==> src/rtl/div_ctrl_if.sv <==
// Request/response channels of the iterative divider controller.
// in_signed exists only when DIV_SIGNED_EN is defined.
interface div_ctrl_if;
    // Both channels: a transfer happens on the rising clock edge where valid and
    // ready are both high; valid, once raised, holds its payload stable until that edge.
    logic        in_valid;
    logic        in_ready;
    logic [31:0] in_dividend;
    logic [31:0] in_divisor;
`ifdef DIV_SIGNED_EN
    logic        in_signed;
`endif
    logic        out_valid;
    logic        out_ready;
    logic [31:0] out_quotient;
    logic [31:0] out_remainder;
    logic        out_dbz;

    modport slave (
        input  in_valid, in_dividend, in_divisor,
`ifdef DIV_SIGNED_EN
        input  in_signed,
`endif
        input  out_ready,
        output in_ready, out_valid, out_quotient, out_remainder, out_dbz
    );

    modport master (
        output in_valid, in_dividend, in_divisor,
`ifdef DIV_SIGNED_EN
        output in_signed,
`endif
        output out_ready,
        input  in_ready, out_valid, out_quotient, out_remainder, out_dbz
    );
endinterface

==> src/rtl/div_ctrl.sv <==
// Sequencer for a 32-bit restoring divider datapath: load, 32 steps, capture, respond.
// Optional signed wrapper enabled by defining DIV_SIGNED_EN.
module div_ctrl (
    input  logic        clk,
    input  logic        rst,
    div_ctrl_if.slave   bus,
    output logic        busy,
    output logic        dp_load,
    output logic        dp_step,
    output logic [31:0] dp_dividend,
    output logic [31:0] dp_divisor,
    input  logic [31:0] dp_quotient,
    input  logic [31:0] dp_remainder,
    output logic [2:0]  o_dbg_state
);

    localparam logic [31:0] DBZ_QUOTIENT = 32'hFFFF_FFFF;

    localparam logic [2:0] S_IDLE    = 3'd0;
    localparam logic [2:0] S_LOAD    = 3'd1;
    localparam logic [2:0] S_RUN     = 3'd2;
    localparam logic [2:0] S_CAPTURE = 3'd3;
    localparam logic [2:0] S_RESP    = 3'd4;

    logic [2:0]  r_state;
    logic [2:0]  w_state_nxt;
    logic [5:0]  r_step_cnt;
    logic [31:0] r_dp_dividend;
    logic [31:0] r_dp_divisor;
    logic [31:0] r_quotient;
    logic [31:0] r_remainder;
    logic        r_dbz;

    logic        w_accept;
    logic        w_div_zero;
    logic        w_last_step;
    logic [31:0] w_dvd_mag;
    logic [31:0] w_dvs_mag;
    logic [31:0] w_quo_fix;
    logic [31:0] w_rem_fix;

    assign w_accept    = (r_state == S_IDLE) && bus.in_valid;
    assign w_div_zero  = (bus.in_divisor == 32'd0);
    assign w_last_step = (r_step_cnt == 6'd31);

`ifdef DIV_SIGNED_EN
    logic w_dvd_neg;
    logic w_dvs_neg;
    logic r_neg_q;
    logic r_neg_r;

    assign w_dvd_neg = bus.in_signed & bus.in_dividend[31];
    assign w_dvs_neg = bus.in_signed & bus.in_divisor[31];
    // -2^31 maps to 32'h8000_0000, which the unsigned datapath handles as-is.
    assign w_dvd_mag = w_dvd_neg ? (~bus.in_dividend + 32'd1) : bus.in_dividend;
    assign w_dvs_mag = w_dvs_neg ? (~bus.in_divisor + 32'd1) : bus.in_divisor;
    assign w_quo_fix = r_neg_q ? (~dp_quotient + 32'd1) : dp_quotient;
    assign w_rem_fix = r_neg_r ? (~dp_remainder + 32'd1) : dp_remainder;

    always_ff @(posedge clk or posedge rst) begin
        if (rst) begin
            r_neg_q <= 1'b0;
            r_neg_r <= 1'b0;
        end else if (w_accept) begin
            r_neg_q <= w_dvd_neg ^ w_dvs_neg;
            r_neg_r <= w_dvd_neg;
        end
    end
`else
    assign w_dvd_mag = bus.in_dividend;
    assign w_dvs_mag = bus.in_divisor;
    assign w_quo_fix = dp_quotient;
    assign w_rem_fix = dp_remainder;
`endif

    always_comb begin
        w_state_nxt = r_state;
        case (r_state)
            S_IDLE: begin
                if (bus.in_valid) begin
                    w_state_nxt = w_div_zero ? S_RESP : S_LOAD;
                end
            end
            S_LOAD:    w_state_nxt = S_RUN;
            S_RUN: begin
                if (w_last_step) begin
                    w_state_nxt = S_CAPTURE;
                end
            end
            S_CAPTURE: w_state_nxt = S_RESP;
            S_RESP: begin
                if (bus.out_ready) begin
                    w_state_nxt = S_IDLE;
                end
            end
            default:   w_state_nxt = S_IDLE;
        endcase
    end

    always_ff @(posedge clk or posedge rst) begin
        if (rst) begin
            r_state <= S_IDLE;
        end else begin
            r_state <= w_state_nxt;
        end
    end

    // Fixed 32-step count; the datapath's own done flag is deliberately ignored.
    always_ff @(posedge clk or posedge rst) begin
        if (rst) begin
            r_step_cnt <= 6'd0;
        end else if (r_state == S_LOAD) begin
            r_step_cnt <= 6'd0;
        end else if (r_state == S_RUN) begin
            r_step_cnt <= r_step_cnt + 6'd1;
        end
    end

    always_ff @(posedge clk or posedge rst) begin
        if (rst) begin
            r_dp_dividend <= 32'd0;
            r_dp_divisor  <= 32'd0;
        end else if (w_accept) begin
            r_dp_dividend <= w_dvd_mag;
            r_dp_divisor  <= w_dvs_mag;
        end
    end

    // Divide-by-zero bypasses the datapath and reports the raw dividend.
    always_ff @(posedge clk or posedge rst) begin
        if (rst) begin
            r_quotient  <= 32'd0;
            r_remainder <= 32'd0;
            r_dbz       <= 1'b0;
        end else if (w_accept && w_div_zero) begin
            r_quotient  <= DBZ_QUOTIENT;
            r_remainder <= bus.in_dividend;
            r_dbz       <= 1'b1;
        end else if (r_state == S_CAPTURE) begin
            r_quotient  <= w_quo_fix;
            r_remainder <= w_rem_fix;
            r_dbz       <= 1'b0;
        end
    end

    assign bus.in_ready      = (r_state == S_IDLE);
    assign bus.out_valid     = (r_state == S_RESP);
    assign bus.out_quotient  = r_quotient;
    assign bus.out_remainder = r_remainder;
    assign bus.out_dbz       = r_dbz;

    assign busy        = (r_state != S_IDLE);
    assign dp_load     = (r_state == S_LOAD);
    assign dp_step     = (r_state == S_RUN);
    assign dp_dividend = r_dp_dividend;
    assign dp_divisor  = r_dp_divisor;
    assign o_dbg_state = r_state;

endmodule

==> src/flat_wrapper.sv <==
// flat-port wrapper written by rule: the top's interface ports become plain ports
module div_ctrl_flat 
  (clk, rst, busy, dp_load, dp_step, dp_dividend, dp_divisor, dp_quotient, dp_remainder, o_dbg_state, bus_in_valid, bus_in_dividend, bus_in_divisor, bus_out_ready, bus_in_ready, bus_out_valid, bus_out_quotient, bus_out_remainder, bus_out_dbz);
  div_ctrl_if bus_i ();
  input  logic clk;
  input  logic rst;
  output logic busy;
  output logic dp_load;
  output logic dp_step;
  output logic [31:0] dp_dividend;
  output logic [31:0] dp_divisor;
  input  logic [31:0] dp_quotient;
  input  logic [31:0] dp_remainder;
  output logic [2:0] o_dbg_state;
  input wire logic [$bits(bus_i.in_valid)-1:0] bus_in_valid;
  input wire logic [$bits(bus_i.in_dividend)-1:0] bus_in_dividend;
  input wire logic [$bits(bus_i.in_divisor)-1:0] bus_in_divisor;
  input wire logic [$bits(bus_i.out_ready)-1:0] bus_out_ready;
  output wire logic [$bits(bus_i.in_ready)-1:0] bus_in_ready;
  output wire logic [$bits(bus_i.out_valid)-1:0] bus_out_valid;
  output wire logic [$bits(bus_i.out_quotient)-1:0] bus_out_quotient;
  output wire logic [$bits(bus_i.out_remainder)-1:0] bus_out_remainder;
  output wire logic [$bits(bus_i.out_dbz)-1:0] bus_out_dbz;
  assign bus_i.in_valid = bus_in_valid;
  assign bus_i.in_dividend = bus_in_dividend;
  assign bus_i.in_divisor = bus_in_divisor;
  assign bus_i.out_ready = bus_out_ready;
  assign bus_in_ready = bus_i.in_ready;
  assign bus_out_valid = bus_i.out_valid;
  assign bus_out_quotient = bus_i.out_quotient;
  assign bus_out_remainder = bus_i.out_remainder;
  assign bus_out_dbz = bus_i.out_dbz;
  div_ctrl u_core (.clk(clk), .rst(rst), .bus(bus_i), .busy(busy), .dp_load(dp_load), .dp_step(dp_step), .dp_dividend(dp_dividend), .dp_divisor(dp_divisor), .dp_quotient(dp_quotient), .dp_remainder(dp_remainder), .o_dbg_state(o_dbg_state));
endmodule
==> config.mk <==
export PLATFORM = sky130hd
export DESIGN_NAME = div_ctrl_flat
export DESIGN_NICKNAME = d
export VERILOG_FILES = /design/src/rtl/div_ctrl_if.sv /design/src/rtl/div_ctrl.sv /design/src/flat_wrapper.sv
export SDC_FILE = /design/constraint.sdc
export NUM_CORES = 1
export LEC_CHECK = 0
export ABC_AREA = 1
export CAP_MARGIN = 20
export CORE_MARGIN = 5
export CORE_UTILIZATION = 44
export CTS_BUF_LIST = sky130_fd_sc_hd__clkbuf_8
export DETAILED_ROUTE_END_ITERATION = 12
export MAX_ROUTING_LAYER = met4
export PLACE_DENSITY_LB_ADDON = 0.2
export SETUP_SLACK_MARGIN = 0.3
export SYNTH_ARGS = -nofsm -noshare
export SYNTH_HDL_FRONTEND = slang
export SYNTH_SLANG_ARGS = --single-unit
==> constraint.sdc <==
create_clock -name clk -period 5.8 [get_ports clk]
set_input_delay 1.16 -clock clk [delete_from_list [all_inputs] [get_ports clk]]
set_output_delay 1.16 -clock clk [all_outputs]
set_load 0.02 [all_outputs]
# After elaboration in Yosys (flattened, before gate mapping)
# Index checks and enable logic that the tools add are counted.
# classes
n_reduce_logical	8
eq_ne	8
add_sub_neg	1
muxes	13
# ops
cell	count
$mux W32	4
$logic_not A32 Y1	1
$pmux W3 S5	1
$mux W3	4
$mux W6	2
$add A6 B1 Y6 const B	1
$eq A3 B2 Y1 const B	2
$eq A6 B5 Y1 const B	1
$ne A2 B2 Y1 const B	2
$reduce_bool A2 Y1	2
$eq A3 B1 Y1 const B	1
$eq A3 B3 Y1 const B	1
$logic_not A3 Y1	1
$reduce_and A3 Y1	1
$reduce_bool A3 Y1	1
$logic_and A1 B1 Y1	2
$mux W1	2
$ne A2 B1 Y1 const B	1
# word_totals
input_bits	132
wordCells	37
regBits	138

# Depth between registers and ports, before layout
# Gate-level depths: netlist (run 1).
# logic_depth
ltp_word	4
mapped_depth	10

# Worst setup path after synthesis (run 1)
# Ideal clock, no wire load.
# synth_path
path_type	reg2out
from	register u_core.r_state[2] (netlist: u_core.o_dbg_state[2])
to	output bus_out_valid
stages_incl_launch_ff	3
arrival_time_ns	1.153
t_required_ns	4.640
slack_ns	3.487
n_path_buf	0
path_cell_list	dfrtp_1 inv_2 nor3_1
# synth_via
elab_chain_len	1
# synth_rtl
item	line_no	rtl
from (decl)	div_ctrl.sv:25	logic [2:0] r_state;
from (signal assigned)	div_ctrl.sv:104	r_state <= w_state_nxt;
$eq A3 B3 Y1	div_ctrl.sv:147	assign bus.out_valid = (r_state == S_RESP);
to (decl)	flat_wrapper.sv:20	output wire logic [$bits(bus_i.out_valid)-1:0] bus_out_valid;
# No other way between the ends.

# Worst setup path after layout (run 1)
# layout_path
from	input bus_in_divisor[30]
to	register u_core.r_remainder[22] (netlist: u_core.bus.out_remainder[22])
# layout_via
elab_chain_len	3
# layout_rtl
item	line_no	rtl
from (decl)	flat_wrapper.sv:17	input wire logic [$bits(bus_i.in_divisor)-1:0] bus_in_divisor;
$logic_not A32 Y1 *	div_ctrl.sv:43	assign w_div_zero = (bus.in_divisor == 32'd0);
$logic_and A1 B1 Y1 *	div_ctrl.sv:135	end else if (w_accept && w_div_zero) begin
$mux W32 or $reduce_bool A2 Y1 (tied branches)	--	
to (signal assigned)	div_ctrl.sv:137	r_remainder <= bus.in_dividend;
to (signal assigned)	div_ctrl.sv:141	r_remainder <= w_rem_fix;
to (decl)	div_ctrl.sv:31	logic [31:0] r_remainder;
# Every way passes the cells marked *; elsewhere a longest branch is shown, timed or not.
# A chain may end at the register's enable or synchronous reset.

==> results.sh, run 1 <==
export IMPL_status="finished clean"
export IMPL_layout_drive_gt1_share_pct=12.5
export IMPL_worstPathMaxFanout=52
export IMPL_post_route_period_util_pct=60.9
export IMPL_rsz0062_at_grt="no"
export IMPL_power_density_nw_per_um2=559
export IMPL_setup_viol=0
export IMPL_antenna_found_initial=0
export IMPL_final_cell_area_um2=9230
export IMPL_first_pass_iters=4
export IMPL_synth_cell_types=29
export IMPL_vdd_ir_drop_max_uv=264
export IMPL_power_frac_seq_pct=32.9
export IMPL_nNetsFinal=1002
export IMPL_grt_pass1_vias=5616
export IMPL_tightest_slew_ns=0.784
export IMPL_fillers=1121
export IMPL_hold_buffers=0
export IMPL_crit_required_ns=6.12
export IMPL_synth_top_area_share_pct=56.7
export IMPL_syn_area_um2=6090
export IMPL_power_frac_clock_pct=14.6
export IMPL_overflow=0
export IMPL_fin_tns_setup_ns=0
export IMPL_drc_errors=0
export IMPL_wl_per_cell_um=16.8
export IMPL_p_leak_nw=4.13
export IMPL_worstPathCellList="clkdlybuf4s50_1, nor2_1, nand2_1, nor2_1, nand2_1, nor2_4, nand2_2, buf_4, nand3_1, nand2_1"
export IMPL_yosysSeqAreaShare_pct=56.7
export IMPL_met1_usage_pct=26.7
export IMPL_area_growth_pct=51.5
export IMPL_cts_setup_buffers=0
export IMPL_grt_pass1_wl_mm=28.7
export IMPL_cp_slowest_cell="nor2_4"
export IMPL_internal_power_w=0.00317
export IMPL_grt_most_used_layer="met2"
export IMPL_worst_slack_ns=2.26
export IMPL_postCtsResizedCells=0
export IMPL_drv_slew=0
export IMPL_drv_cap=0
export IMPL_dieArea_um2=16300
export IMPL_sw_frac_of_total_pct=38.6
export IMPL_clk_latency_ns=0.43
export IMPL_track_usage_pct=23.0
export IMPL_antenna_cells=0
export IMPL_fmax_mhz=283
export IMPL_cts_sinks=138
export IMPL_core_um2=13700
export IMPL_die_height_um=128
export IMPL_slowest_delay_ns=0.64
export IMPL_cp_common_cell="nand2_1"
export IMPL_crit_type="in -> reg"
export IMPL_power_w=0.00516
export IMPL_final_cells=1062
export IMPL_synth_warnings=0
export IMPL_h_tree_depth=4
export IMPL_finClkSkew_ns=0.00816
export IMPL_p_switching_w=0.00199
export IMPL_synthCells=611
export IMPL_vias_per_cell=4.90
export IMPL_vias=5206
export IMPL_start_util_pct=44.4
export IMPL_root_buffer="clkbuf_8"
export IMPL_syn_avg_cell_area_um2=9.97
export IMPL_final_cell_mix="268 x clkdlybuf4s50_1, 138 x dfrtp_1, 136 x nand2_1, 79 x nor2_1, 61 x nand3_1"
export IMPL_cts_tree="built"
export IMPL_synth_area_top_cells="dfrtp_1 57%, mux2_2 10%, nand2_1 8.4%, nand3_1 5.0%, nor2_1 4.9%"
export IMPL_pwr_share_comb_pct=52.5
export IMPL_finalCriticalPeriod_ns=3.54
export IMPL_met2_usage_pct=36.9
export IMPL_numCtsBuffers=17
export IMPL_place_area_um2=8800
export IMPL_start_kind="input pin"
export IMPL_critical_path_arrival_ns=3.86
export IMPL_synth_top_area_cell="dfrtp_1"
export IMPL_rows=43
export IMPL_num_io_pins=269
export IMPL_die_w_um=128
export IMPL_ant_nets=0
export IMPL_place_ws_ns=1.75
export IMPL_min_path_type="reg -> reg"
export IMPL_final_common_cell="clkdlybuf4s50_1"
export IMPL_drt_iter0_markers=267
export IMPL_endpoint_kind="flop"
export IMPL_synth_nets=744
export IMPL_hpwl_mm=13.2
export IMPL_wl_mm=17.9
export IMPL_cts_max_path_buffers=2
export IMPL_routabilityCongestion=0.844
export IMPL_grt_max_degree=97
export IMPL_dp_cells=1028
export IMPL_clk_pin_slew_ns=0.07
export IMPL_grtUsageMet3_pct=8.17
export IMPL_ys_seq_elements=138
export IMPL_max_slew_margin_pct=47.6
export IMPL_portBuffers=268
export IMPL_hold_viol=0
per-stage QoR:
| step | utilization (%) | hold slack, ns |
|---|---|---|
| 2_1_floorplan | - | 0.506 |
| 3_5_place_dp | 64.2 | 0.491 |
| 3_3_place_gp | 64.2 | 0.486 |
| 4_1_cts | 67.0 | 0.511 |
| 6_report | 67.3 | 0.508 |
| 5_1_grt | 67.3 | 0.523 |
layer usage:
| metal | part of all wire (%) | vias to the layer above | wire length, µm |
|---|---|---|---|
| li1 | - | 2502 | - |
| met1 | 39 | 2482 | 7020 |
| met2 | 49 | 192 | 8770 |
| met3 | 8.9 | 30 | 1590 |
| met4 | 2.8 | 0 | 504 |
| met5 | 0 | - | 0 |
cell type report:
class	count	area, µm²	share of cell area [%]
Clock buffer	20	275	2.98
Clock inverter	12	109	1.18
Inverter	35	136	1.48
Multi-Input combinational cell	403	2280	24.7
Sequential cell	138	3450	37.4
Tap cell	180	225	2.44
Timing Repair Buffer	274	2750	29.8
final timing paths:
check / startpoint / endpoint / slack, ns / cells past startpoint
worst max-delay path: bus_in_divisor[30] / u_core.bus.out_remainder[22] / 2.26 / 10
worst min register to register: u_core.dp_dividend[23] / u_core.dp_dividend[23] / 0.51 / 1
worst min-delay path: u_core.dp_dividend[23] / u_core.dp_dividend[23] / 0.51 / 1
worst max register to register: u_core.o_dbg_state[0] / u_core.bus.out_quotient[8] / 3.52 / 7
min in group asynchronous: rst / u_core.r_step_cnt[4] / 1.24 / 2
max in group asynchronous: rst / u_core.dp_dividend[4] / 3.38 / 3
power groups by stage:
| stage | Sequential [W] | Combinational, W | Clock (W) |
|---|---|---|---|
| floorplan | 0.00224 | 0.000908 | 0 |
| global placement | 0.00168 | 0.00267 | 0 |
| detailed placement | 0.00171 | 0.00272 | 0 |
| CTS | 0.00170 | 0.00273 | 0.000772 |
| global route | 0.00176 | 0.00289 | 0.000817 |
| finish | 0.00170 | 0.00271 | 0.000751 |
cells by family (layout without fill, tap and decap cells):
group / after synthesis / count (layout) / share of synthesized area, %
muxes: 64 / 64 / 12.3
buffers and inverters: 70 / 341 / 6.06
DFF: 138 / 138 / 56.7
and+or+nand+nor: 298 / 298 / 21.3
AOI/OAI and AO/OA: 40 / 40 / 3.39
adders and majority gates: 1 / 1 / 0.205
synth_stat cells:
cell type and n:
inv_2 5, a21oi_1 1, o211ai_1 1, nor2_2 1
nand2_4 1, o21ai_1 29, buf_2 13, nand2_1 136
dfrtp_1 138, nor2_8 1, mux2_4 8, nand3b_1 12
nand3_1 61, clkbuf_1 5, nand4_1 1, buf_8 1
inv_1 30, nor3_2 1, nor3_1 2, mux2_2 56
nor2_1 79, a22o_1 1, buf_4 11, buf_6 5
nor3_4 1, nor2_4 1, nand2_2 1, o21ai_0 8
ha_1 1
sequential cells by signal, indices dropped and copies added (netlist names):
| register | cells |
|---|---|
| u_core.bus.out_quotient | 32 |
| u_core.o_dbg_state | 3 |
| u_core.r_step_cnt | 6 |
| u_core.bus.out_remainder | 32 |
| u_core.bus.out_dbz | 1 |
| u_core.dp_divisor | 32 |
| u_core.dp_dividend | 32 |
critical path: cells and delay by family:
family | cells | cell delay (ns)
and+or+nand+nor | 8 | 1.79
buffers and inverters | 2 | 0.88
(Power assumes the default switching activity.)
==> inputs of run 2 (changes only) <==
clock period = 3.45 ns   (was 5.8 ns; I/O delays follow)
==> results.sh, run 2 (synthesis gave the netlist of run 1 again) <==
export IMPL_critPathTopFamily="buffers and inverters"
export IMPL_wl_met2_mm=8.66
export IMPL_cts_max_path_buffers=2
export IMPL_dp_cells=1032
export IMPL_worstReg2RegStart="u_core.o_dbg_state[0]"
export IMPL_final_cell_mix="268 x clkdlybuf4s50_1, 138 x dfrtp_1, 136 x nand2_1, 79 x nor2_1, 61 x nand3_1"
export IMPL_startpoint="u_core.o_dbg_state[1]"
export IMPL_num_io_pins=269
export IMPL_critical_path_arrival_ns=1.98
export IMPL_crit_cells=3
export IMPL_top_layer="met4"
export IMPL_drv_cap=0
export IMPL_rows=43
export IMPL_max_slew_margin_pct=49.8
export IMPL_status="finished clean"
export IMPL_r2r_slack_ns=1.50
export IMPL_post_route_period_util_pct=77.5
export IMPL_drt_iter0_markers=364
export IMPL_p_leak_nw=4.13
export IMPL_core_um2=13700
export IMPL_worstPathCellList="inv_1, nor3_4, clkdlybuf4s50_1"
export IMPL_drv_slew=0
export IMPL_cp_slowest_cell="clkdlybuf4s50_1"
export IMPL_timing_hold_ws_ns=0.507
export IMPL_hold_viol=0
export IMPL_overflow=0
export IMPL_final_common_cell="clkdlybuf4s50_1"
export IMPL_hpwl_mm=13.1
export IMPL_postCtsResizedCells=0
export IMPL_min_path_type="reg -> reg"
export IMPL_cts_sinks=138
export IMPL_grt_pass1_vias=5547
export IMPL_wl_met3_mm=1.52
export IMPL_grt_max_degree=93
export IMPL_layout_drive_gt1_share_pct=12.9
export IMPL_routabilityCongestion=0.901
export IMPL_track_usage_pct=22.8
export IMPL_crit_type="reg -> out"
export IMPL_ant_nets=0
export IMPL_worstPathMaxFanout=9
export IMPL_wl_mm=17.9
export IMPL_power_density_nw_per_um2=936
export IMPL_grt_pass1_wl_mm=28.4
export IMPL_finClkSkew_ns=0.0104
export IMPL_endpoint_kind="output port"
export IMPL_rr_endpoint="u_core.dp_dividend[14]"
export IMPL_place_area_um2=8840
export IMPL_dieArea_um2=16300
export IMPL_antenna_found_initial=0
export IMPL_antenna_cells=0
export IMPL_fin_tns_setup_ns=0
export IMPL_tightest_slew_ns=0.753
export IMPL_setup_viol=0
export IMPL_vdd_ir_drop_max_uv=485
export IMPL_drc_errors=0
export IMPL_start_kind="flop"
export IMPL_portBuffers=268
export IMPL_vias_per_cell=4.93
export IMPL_die_height_um=128
export IMPL_vias=5245
export IMPL_first_pass_iters=5
export IMPL_numCtsBuffers=17
export IMPL_die_w_um=128
export IMPL_start_util_pct=44.4
export IMPL_hold_buffers=0
export IMPL_rr_worst_depth=5
export IMPL_wl_per_cell_um=16.8
export IMPL_slowest_delay_ns=0.69
export IMPL_cts_tree="built"
export IMPL_area_growth_pct=51.6
export IMPL_fillers=1075
export IMPL_h_tree_depth=4
export IMPL_crit_required_ns=2.76
export IMPL_root_buffer="clkbuf_8"
export IMPL_met1_length_mm=7.19
export IMPL_rsz0062_at_grt="no"
export IMPL_clk_pin_slew_ns=0.07
export IMPL_fmax_mhz=374
export IMPL_nNetsFinal=1005
export IMPL_clk_latency_ns=0.43
export IMPL_cts_setup_buffers=0
export IMPL_critPathBufInv=2
export IMPL_final_cells=1064
export IMPL_crit_path_end="dp_step"
export IMPL_final_cell_area_um2=9240
export IMPL_finalCriticalPeriod_ns=2.67
[run 2: final cells by class]
cell class                      instances  area (µm²)  area share [%]
Clock buffer                           19         262            2.83
Clock inverter                         12         109            1.18
Inverter                               35         135            1.46
Multi-Input combinational cell        403        2280            24.6
Sequential cell                       138        3450            37.4
Tap cell                              180         225            2.44
Timing Repair Buffer                  277        2780            30.1
[run 2: metrics by stage]
step	worst slack, ns	power (W)	util [%]
2_1_floorplan	1.04	0.00529	-
3_3_place_gp	0.903	0.00733	64.5
3_5_place_dp	0.834	0.00744	64.5
4_1_cts	0.730	0.00872	67.2
5_1_grt	0.628	0.00915	67.3
6_report	0.775	0.00864	67.3
[run 2: worst min path at each step]
stage	start	to	slack [ns]	depth (start not counted)
6_report	u_core.bus.out_remainder[6]	u_core.bus.out_remainder[6]	0.51	2
5_1_grt	u_core.dp_divisor[21]	u_core.dp_divisor[21]	0.52	1
4_1_cts	u_core.bus.out_quotient[11]	u_core.bus.out_quotient[11]	0.51	2
3_5_place_dp	u_core.dp_dividend[7]	u_core.dp_dividend[7]	0.49	1
3_3_place_gp	u_core.bus.out_dbz	u_core.bus.out_dbz	0.49	2
2_1_floorplan	u_core.r_step_cnt[0]	u_core.r_step_cnt[0]	0.51	1
[run 2: metal layers]
layer	track usage (%)	up-vias
met3	7.83	31
met5	-	-
met1	27.2	2492
met2	36.1	218
li1	-	2504
met4	8.80	0
[run 2: power breakdown]
group / switching [W] / internal (W)
Clock: 0.000583 / 0.000660
Combinational: 0.00232 / 0.00223
Sequential: 0.000446 / 0.00240
[run 2: tightest hold or removal path: stages (launching register included)]
cell and delay [ns]:
dfrtp_1 0.34, nand3_1 0.07, nand2_1 0.06
